$ cat config.mk
export PLATFORM = sky130hd
export DESIGN_NAME = complex_mul_seq
export DESIGN_NICKNAME = d
export VERILOG_FILES = /design/src/rtl/complex_mul_seq.sv
export SDC_FILE = /design/constraint.sdc
export NUM_CORES = 1
export LEC_CHECK = 0
export BUFFER_PORTS_ARGS = -buffer_cell sky130_fd_sc_hd__buf_2
export CORE_UTILIZATION = 55
export CTS_CLUSTER_DIAMETER = 30
export DETAILED_ROUTE_END_ITERATION = 8
export PLACE_DENSITY_LB_ADDON = 0.25
export RECOVER_POWER = 50
export SLEW_MARGIN = 40
export SYNTH_ARGS = -nofsm -noshare
export SYNTH_HDL_FRONTEND = slang
export SYNTH_SLANG_ARGS = --single-unit
$ cat constraint.sdc
create_clock -name clk -period 8.2 [get_ports clk]
set_input_delay 2.46 -clock clk [delete_from_list [all_inputs] [get_ports clk]]
set_output_delay 2.46 -clock clk [all_outputs]
set_load 0.01 [all_outputs]
$ cat src/rtl/complex_mul_seq.sv
// Sequential complex multiplier: one shared WIDTH x WIDTH multiplier stepped
// over four product cycles, giving A*B or A*conj(B) with modulo-2^WIDTH wrap.
module complex_mul_seq #(
    parameter int WIDTH = 16
) (
    input  logic             clk,
    input  logic             rst_n,
    input  logic             start,
    input  logic             conj_B,
    input  logic [WIDTH-1:0] re_A,
    input  logic [WIDTH-1:0] im_A,
    input  logic [WIDTH-1:0] re_B,
    input  logic [WIDTH-1:0] im_B,
    output logic [WIDTH-1:0] re_C,
    output logic [WIDTH-1:0] im_C,
    output logic             busy,
    output logic             done
);

    typedef enum logic [2:0] {
        IDLE = 3'd0,
        M0   = 3'd1,
        M1   = 3'd2,
        M2   = 3'd3,
        M3   = 3'd4
    } state_t;

    state_t           r_state;
    logic [WIDTH-1:0] r_re_a, r_im_a, r_re_b, r_im_b;
    logic             r_conj;
    logic [WIDTH-1:0] r_acc_re, r_acc_im;
    logic [WIDTH-1:0] r_re_c, r_im_c;
    logic             r_busy, r_done;

    logic [WIDTH-1:0] w_mul_a, w_mul_b, w_prod, w_addend;
    logic [WIDTH-1:0] w_acc_re_nxt, w_acc_im_nxt;
    logic             w_sub;

    // Operand select for the single shared multiplier, one product per state.
    always_comb begin
        w_mul_a = r_re_a;
        w_mul_b = r_re_b;
        w_sub   = 1'b0;
        case (r_state)
            M1: begin
                w_mul_a = r_im_a;
                w_mul_b = r_im_b;
                w_sub   = ~r_conj;
            end
            M2: begin
                w_mul_a = r_im_a;
                w_mul_b = r_re_b;
            end
            M3: begin
                w_mul_a = r_re_a;
                w_mul_b = r_im_b;
                w_sub   = r_conj;
            end
            default: ;
        endcase
    end

    // Low WIDTH bits of a product are identical for signed and unsigned operands.
    assign w_prod       = w_mul_a * w_mul_b;
    assign w_addend     = w_sub ? (~w_prod + 1'b1) : w_prod;
    assign w_acc_re_nxt = r_acc_re + w_addend;
    assign w_acc_im_nxt = r_acc_im + w_addend;

    always_ff @(posedge clk or negedge rst_n) begin
        if (!rst_n) begin
            r_state  <= IDLE;
            r_re_a   <= '0;
            r_im_a   <= '0;
            r_re_b   <= '0;
            r_im_b   <= '0;
            r_conj   <= 1'b0;
            r_acc_re <= '0;
            r_acc_im <= '0;
            r_re_c   <= '0;
            r_im_c   <= '0;
            r_busy   <= 1'b0;
            r_done   <= 1'b0;
        end else begin
            r_done <= 1'b0;
            case (r_state)
                IDLE: begin
                    if (start) begin
                        r_re_a   <= re_A;
                        r_im_a   <= im_A;
                        r_re_b   <= re_B;
                        r_im_b   <= im_B;
                        r_conj   <= conj_B;
                        r_acc_re <= '0;
                        r_acc_im <= '0;
                        r_busy   <= 1'b1;
                        r_state  <= M0;
                    end
                end
                M0: begin
                    r_acc_re <= w_acc_re_nxt;
                    r_state  <= M1;
                end
                M1: begin
                    r_acc_re <= w_acc_re_nxt;
                    r_state  <= M2;
                end
                M2: begin
                    r_acc_im <= w_acc_im_nxt;
                    r_state  <= M3;
                end
                M3: begin
                    r_acc_im <= w_acc_im_nxt;
                    r_re_c   <= r_acc_re;
                    r_im_c   <= w_acc_im_nxt;
                    r_done   <= 1'b1;
                    r_busy   <= 1'b0;
                    r_state  <= IDLE;
                end
                default: begin
                    r_busy  <= 1'b0;
                    r_state <= IDLE;
                end
            endcase
        end
    end

    assign re_C = r_re_c;
    assign im_C = r_im_c;
    assign busy = r_busy;
    assign done = r_done;

endmodule

==> results of run 1 <==
==> metal layers <==
layer  up-vias  share of wire [%]  global-route usage (%)
met5         -                  0                       0
li1       4472                  -                       -
met4         0                1.9                    8.64
met1      4547                 47                    44.1
met3        48                7.0                    5.73
met2       339                 44                    42.3
==> worst min-delay path, delay by kind of cell, from the launching register on <==
kind          cells  cell delay, ns
simple gates      2            0.10
flops             1            0.34
==> synth_stat cells (3+ instances only) <==
library cell and n:
sky130_fd_sc_hd__clkbuf_1 38, sky130_fd_sc_hd__a21o_1 17, sky130_fd_sc_hd__a21oi_1 55, sky130_fd_sc_hd__a22o_1 9
sky130_fd_sc_hd__buf_2 3, sky130_fd_sc_hd__o21bai_1 11, sky130_fd_sc_hd__nand2_1 345, sky130_fd_sc_hd__ha_1 80
sky130_fd_sc_hd__and2_1 6, sky130_fd_sc_hd__mux2_2 6, sky130_fd_sc_hd__buf_1 3, sky130_fd_sc_hd__nor2_1 87
sky130_fd_sc_hd__o21a_1 7, sky130_fd_sc_hd__fa_1 82, sky130_fd_sc_hd__o211ai_1 6, sky130_fd_sc_hd__nand2b_1 15
sky130_fd_sc_hd__mux2i_1 26, sky130_fd_sc_hd__inv_1 150, sky130_fd_sc_hd__dfrtp_1 134, sky130_fd_sc_hd__or2_2 10
sky130_fd_sc_hd__nand3_1 24, sky130_fd_sc_hd__o41ai_1 3, sky130_fd_sc_hd__nor4_1 3, sky130_fd_sc_hd__o21ai_1 6
sky130_fd_sc_hd__a211oi_1 5, sky130_fd_sc_hd__nor2b_1 9, sky130_fd_sc_hd__xnor2_1 52, sky130_fd_sc_hd__o21ai_0 68
sky130_fd_sc_hd__xor2_1 14, sky130_fd_sc_hd__o31ai_1 6, sky130_fd_sc_hd__a22oi_1 4, sky130_fd_sc_hd__a21boi_0 5
sky130_fd_sc_hd__nor3_1 4, sky130_fd_sc_hd__nor3b_1 3
==> repair_timing <==
action	4_1_cts	5_1_grt
buffers inserted	0	1
gates resized for setup	0	21
hold buffers	0	0
endpoints found under the setup margin	0	11
==> registers in the layout (all words and copies together) (netlist names) <==
signal    cells
r_re_a       16
r_acc_im     16
r_conj        1
re_C         16
r_state       3
r_im_b       16
r_re_b       16
done          1
im_C         16
r_im_a       16
busy          1
r_acc_re     16
==> logic make-up (layout without fill, tap and decap cells) <==
kind of cell	count (synthesis)	in the layout	share of synthesized area [%]
buf+inv	198	312	6.85
simple gates	517	517	19.1
mux	32	32	2.93
compound gates	217	217	12.0
flops	134	134	30.0
fa+ha+maj	162	162	23.6
xor+xnor	68	68	5.57
==> worst max path at each step <==
stage	start	end	slack (ns)	cells after the start
finish	r_state[1]$_DFFE_PN0P_	r_acc_im[15]$_DFFE_PN0P_	0.44	31
global route	r_state[1]$_DFFE_PN0P_	r_acc_re[15]$_DFFE_PN0P_	-0.004	31
CTS	r_state[1]$_DFFE_PN0P_	r_acc_re[15]$_DFFE_PN0P_	0.10	30
detailed placement	r_state[1]$_DFFE_PN0P_	r_acc_re[15]$_DFFE_PN0P_	0.19	30
global placement	r_state[1]$_DFFE_PN0P_	r_acc_im[15]$_DFFE_PN0P_	0.35	24
floorplan	r_state[2]$_DFFE_PN0P_	r_acc_re[15]$_DFFE_PN0P_	0.38	31
==> final cells by class <==
type	instances	area [um2]	share of cell area [%]
flip-flops and latches	134	3350	26.3
clock buffers	17	425	3.34
repair buffers	129	762	5.98
well taps	265	332	2.60
clock inverters	15	156	1.23
multi-input cells	996	7150	56.1
inverters	151	568	4.46
==> metrics by stage <==
step                std cells  hold slack (ns)  setup WS [ns]
floorplan                1328            0.445          0.380
global placement         1673            0.453          0.355
detailed placement       1673            0.457          0.193
CTS                      1705            0.474          0.103
global route             1707            0.494       -0.00420
finish                   1707            0.469          0.441
==> run summary, run 1 <==
### Outcome
• run status: finished, final reports clean

### Placement
• post-detailed-placement cell area: 0.0120 mm2
• count of port buffers added during placement: 101
• GPL Wtd Cong: 0.964
• hpwl dp: 21,700 um

### Route
• Total Wirelength: 28,300 um
• First-pass DRT Iterations: 6
• via-per-instance ratio: 5.51
• number of design rule violations left after detail routing: 0
• overall via count from detail_route: 9,406
• Post-DRT Antenna Nets: 0
• average routed wire per standard cell: 16.6 um
• number of DRC markers after the initial detailed-route iteration: 757

### Hold path
• hold wc startpoint: re_C[11]$_DFFE_PN0P_
• number of instances on the worst hold path: 2
• worst hold endpoint: re_C[11]$_DFFE_PN0P_
• worst min path class: reg2reg

### Finish
• number of nets at the end of the flow: 1,659
• count of fill cells added during filler insertion: 1,669
• post-route cell area: 0.0127 mm2
• most common library cell in the layout ignoring fill and taps: sky130_fd_sc_hd__nand2_1
• top library cells by usage in the layout, fill and taps aside: sky130_fd_sc_hd__nand2_1 (342), sky130_fd_sc_hd__inv_1 (150), sky130_fd_sc_hd__dfrtp_1 (133)
• Final Core Density: 64.7%
• synthesis-to-finish area growth: 13.9%
• fraction of layout instances using a drive strength above 1: 13.9%
• antenna diode count: 0

### CTS
• Num Clock Sinks: 134
• later-pin clock latency in the skew report: 0.43 ns
• CTS buffer count: 17
• maximum level of the CTS H-tree: 4
• Clock Tree Root: sky130_fd_sc_hd__clkbuf_16
• CTS Buffer Depth: 2
• clock tree from TritonCTS: done
• clock input transition at the sequential cells of the worst setup and hold paths: 0.07 ns

### Logic synthesis
• most used flip-flop cell after synthesis: sky130_fd_sc_hd__dfrtp_1
• number of synthesized flops with an enable pin: 0
• register area share after synthesis: 30.0%
• count of distinct cell types in the synthesized netlist: 57
• synth top area cells: sky130_fd_sc_hd__dfrtp_1 (30%), sky130_fd_sc_hd__fa_1 (15%), sky130_fd_sc_hd__nand2_1 (12%), sky130_fd_sc_hd__ha_1 (8.9%), sky130_fd_sc_hd__inv_1 (5.0%)
• net count after synthesis: 1,558
• total of warnings raised by yosys: 0
• gate count of the mapped netlist: 1,328
• post-synthesis register bit count: 134
• cell taking the most area after synthesis: sky130_fd_sc_hd__dfrtp_1
• post-synthesis async set-or-reset flop share: 100%
• post-synth top area share: 30.0%
• area of the mapped netlist: 0.0112 mm2
• average cell area after synthesis: 8.43 um2

### Timing
• largest clock skew in the final design: 0.0136 ns
• Max Transition Viols Final: 0
• final critical-path share of the clock period: 94.6%
• normalized max-slew margin: 45.9%
• minimum clock period: 7.76 ns
• transition time at the pin with the least slew margin: 0.805 ns
• Fmax: 129 MHz
• # setup viols final: 0
• final hold violation count: 0
• aggregate negative setup slack: 0 ns

### Global route
• Congestion Overflow GR: 0
• vias in the first global route: 8,913
• initial antenna violation count: 0
• all-layer global routing usage: 29.3%
• pin count of the biggest net entering global routing: 83
• global-route wire length before repair: 46,000 um

### Critical path
• delay of the slowest critical-path stage: 0.50 ns
• type of element launching the critical path: flop
• classification of the worst setup path: reg2reg
• data arrival time of the worst path: 8.07 ns
• WP data required: 8.51 ns
• library cell contributing the largest single delay on the critical path: sky130_fd_sc_hd__fa_1
• Crit path buffers/inverters: 4
• Crit path top cell by count: sky130_fd_sc_hd__a21oi_1
• Reg2Reg Depth: 31
• Worst R2R Start: r_state[1]$_DFFE_PN0P_
• kind of end point of the critical path: flop
• setup slack of the most critical reg-to-reg path: 0.44 ns
• highest fanout seen on the critical path: 24
• Reg-to-Reg End: r_acc_im[15]$_DFFE_PN0P_
• kind of cell adding the most delay to the critical path: adder cells

### Job
• number of maximum-capacitance constraint violations: 0

### Floorplanning
• Die Y-Extent: 145 um
• floorplan row count: 51
• standard cell core area: 0.0197 mm2
• width of the die: 145 um
• I/O pins: 102
• overall die area: 0.0209 mm2
• initial core utilization: 56.8%

Power of run 1 is not shown: default switching activity piles up to over one toggle a cycle in this logic, so the estimate is an artifact.
==> run 2: changes to the inputs <==
--- a/config.mk
+++ b/config.mk
@@ -10,7 +10,7 @@
 export CTS_CLUSTER_DIAMETER = 30
 export DETAILED_ROUTE_END_ITERATION = 8
 export PLACE_DENSITY_LB_ADDON = 0.25
-export RECOVER_POWER = 50
+export RECOVER_POWER = 100
 export SLEW_MARGIN = 40
 export SYNTH_ARGS = -nofsm -noshare
 export SYNTH_HDL_FRONTEND = slang
==> run 2 against run 1 <==
  * Flip-flop and latch count unchanged
  * Maximum frequency down 0.31%
  * Clock skew down 0.0012 ns
  * Via count about the same
  * Worst setup slack worse by 0.024 ns
  * Non-clock buffer count unchanged
  * Design area about the same
  * Die area unchanged
  * Sequential share of layout area about the same
  * Routed wire length up 0.21%
==> run summary, run 2 (synthesis gave the netlist of run 1 again) <==
### Global route
• global-route wire length before repair: 46,000 um, unchanged
• met3 Usage GRT: 5.73%, unchanged
• GR Layer Usage met2: 42.3%, unchanged
• Congestion Overflow GR: 0, unchanged
• pin count of the biggest net entering global routing: 83, unchanged
• met1 usage in global routing: 44.1%, unchanged
• routing layer with the top usage in global route: met1, unchanged
• vias in the first global route: 8,913, unchanged
• all-layer global routing usage: 29.3%, unchanged
• initial antenna violation count: 0, unchanged

### CTS
• later-pin clock latency in the skew report: 0.43 ns, about the same
• Clock Tree Root: sky130_fd_sc_hd__clkbuf_16, unchanged
• maximum level of the CTS H-tree: 4, unchanged
• clock input transition at the sequential cells of the worst setup and hold paths: 0.07 ns, about the same
• Num Clock Sinks: 134, unchanged
• number of hold-repair buffers added at the cts stage: 0, unchanged
• clock tree from TritonCTS: done, unchanged
• CTS buffer count: 17, unchanged
• CTS Buffer Depth: 2, unchanged

### Floorplanning
• floorplan row count: 51, unchanged
• standard cell core area: 0.0197 mm2, unchanged
• initial core utilization: 56.8%, unchanged
• width of the die: 145 um, unchanged
• overall die area: 0.0209 mm2, unchanged
• Die Y-Extent: 145 um, unchanged
• I/O pins: 102, unchanged

### Critical path
• kind of cell adding the most delay to the critical path: adder cells, unchanged
• setup slack of the most critical reg-to-reg path: 0.42 ns, was 0.44 ns
• type of element launching the critical path: flop, unchanged
• WP data required: 8.49 ns, was 8.51 ns
• Crit path buffers/inverters: 4, unchanged
• Reg-to-Reg End: im_C[15]$_DFFE_PN0P_, was r_acc_im[15]$_DFFE_PN0P_
• Worst R2R Start: r_state[1]$_DFFE_PN0P_, unchanged
• delay of the slowest critical-path stage: 0.50 ns, about the same
• Crit path top cell by count: sky130_fd_sc_hd__a21oi_1, unchanged
• data arrival time of the worst path: 8.07 ns, about the same
• Reg2Reg Depth: 31, unchanged
• highest fanout seen on the critical path: 24, unchanged
• classification of the worst setup path: reg2reg, unchanged
• kind of end point of the critical path: flop, unchanged
• library cell contributing the largest single delay on the critical path: sky130_fd_sc_hd__fa_1, unchanged

### Route
• Total Wirelength: 28,400 um, was 28,300 um
• overall via count from detail_route: 9,412, was 9,406
• average routed wire per standard cell: 16.6 um, about the same
• number of DRC markers after the initial detailed-route iteration: 809, was 757
• Post-DRT Antenna Nets: 0, unchanged
• via-per-instance ratio: 5.51, about the same
• number of design rule violations left after detail routing: 0, unchanged
• First-pass DRT Iterations: 5, was 6

### Finish
• post-route cell area: 0.0127 mm2, about the same
• number of nets at the end of the flow: 1,659, unchanged
• synthesis-to-finish area growth: 13.9%, about the same
• top library cells by usage in the layout, fill and taps aside: sky130_fd_sc_hd__nand2_1 (342), sky130_fd_sc_hd__inv_1 (150), sky130_fd_sc_hd__dfrtp_1 (133), unchanged
• antenna diode count: 0, unchanged
• count of fill cells added during filler insertion: 1,671, was 1,669
• fraction of layout instances using a drive strength above 1: 13.8%, was 13.9%
• Final Core Density: 64.6%, was 64.7%
• most common library cell in the layout ignoring fill and taps: sky130_fd_sc_hd__nand2_1, unchanged

### Timing
• RSZ-0062 raised after global routing: false
• least setup slack across all paths after layout: 0.417 ns, was 0.441 ns
• minimum clock period: 7.78 ns, was 7.76 ns
• aggregate negative setup slack: 0 ns, unchanged
• Max Transition Viols Final: 0, unchanged
• normalized max-slew margin: 45.7%, was 45.9%
• final critical-path share of the clock period: 94.9%, was 94.6%
• final hold violation count: 0, unchanged
• transition time at the pin with the least slew margin: 0.809 ns, was 0.805 ns
• # setup viols final: 0, unchanged
• largest clock skew in the final design: 0.0124 ns, was 0.0136 ns
• Fmax: 128 MHz, was 129 MHz

### Hold path
• number of instances on the worst hold path: 2, unchanged
• worst hold endpoint: re_C[11]$_DFFE_PN0P_, unchanged
• worst min path class: reg2reg, unchanged
• hold wc startpoint: re_C[11]$_DFFE_PN0P_, unchanged

### Placement
• count of port buffers added during placement: 101, unchanged
• hpwl dp: 21,700 um, unchanged
• setup slack after placement: 0.193 ns, unchanged
• post-detailed-placement cell area: 0.0120 mm2, unchanged
• GPL Wtd Cong: 0.964, unchanged

### Job
• number of maximum-capacitance constraint violations: 0, unchanged

### Outcome
• run status: finished, final reports clean, unchanged

## run 2: changes by cell type in the layout (fill, tap and decap cells not counted)
cell                      previous run  this run
sky130_fd_sc_hd__nor4b_2             1         0
sky130_fd_sc_hd__o21ai_0            68        69
sky130_fd_sc_hd__nor4b_1             0         1
sky130_fd_sc_hd__o21ai_1             6         5
## run 2: routing by layer
layer,vias to the layer above,routed length (um)
li1,4472,-
met1,4530,13300
met2,367,12500
met3,43,2050
met4,0,523
met5,-,0
## run 2: worst reg2reg max path, delay by kind of cell, from the launching register on
kind                       cells  cell delay (ns)
adders and majority gates      8             3.03
muxes                          1             0.09
xor gates and xnor gates       3             0.79
DFF                            1             0.47
AOI/OAI and AO/OA             12             1.85
and+or+nand+nor                3             0.85
buffers and inverters          4             0.54
## run 2: stage by stage
step	hold slack [ns]	cells
3_5_place_dp	0.457	1673
5_1_grt	0.494	1707
4_1_cts	0.474	1705
6_report	0.469	1707
2_1_floorplan	0.445	1328
3_3_place_gp	0.453	1673
## run 2: final cells by class
cell class | instances | area (um2) | area share [%]
clock inverters | 15 | 156 | 1.23
repair buffers | 129 | 762 | 5.98
well taps | 265 | 332 | 2.60
multi-input cells | 996 | 7150 | 56.1
clock buffers | 17 | 425 | 3.34
flip-flops and latches | 134 | 3350 | 26.3
inverters | 151 | 568 | 4.46
## run 2: repair_timing
action | CTS | global route
endpoints found under the setup margin | 0 | 11
buffers inserted | 0 | 1
endpoints found under the hold margin | 0 | 0
gates resized for setup | 0 | 21
## run 2: how the worst max path moves through the flow
stage                                start                  endpoint  slack, ns  cells after the start
finish              r_state[1]$_DFFE_PN0P_      im_C[15]$_DFFE_PN0P_       0.42                     31
global route        r_state[1]$_DFFE_PN0P_  r_acc_re[15]$_DFFE_PN0P_      0.003                     31
CTS                 r_state[1]$_DFFE_PN0P_  r_acc_re[15]$_DFFE_PN0P_       0.10                     30
detailed placement  r_state[1]$_DFFE_PN0P_  r_acc_re[15]$_DFFE_PN0P_       0.19                     30
global placement    r_state[1]$_DFFE_PN0P_  r_acc_im[15]$_DFFE_PN0P_       0.35                     24
floorplan           r_state[2]$_DFFE_PN0P_  r_acc_re[15]$_DFFE_PN0P_       0.38                     31
Power of run 2 is left out for the same reason.
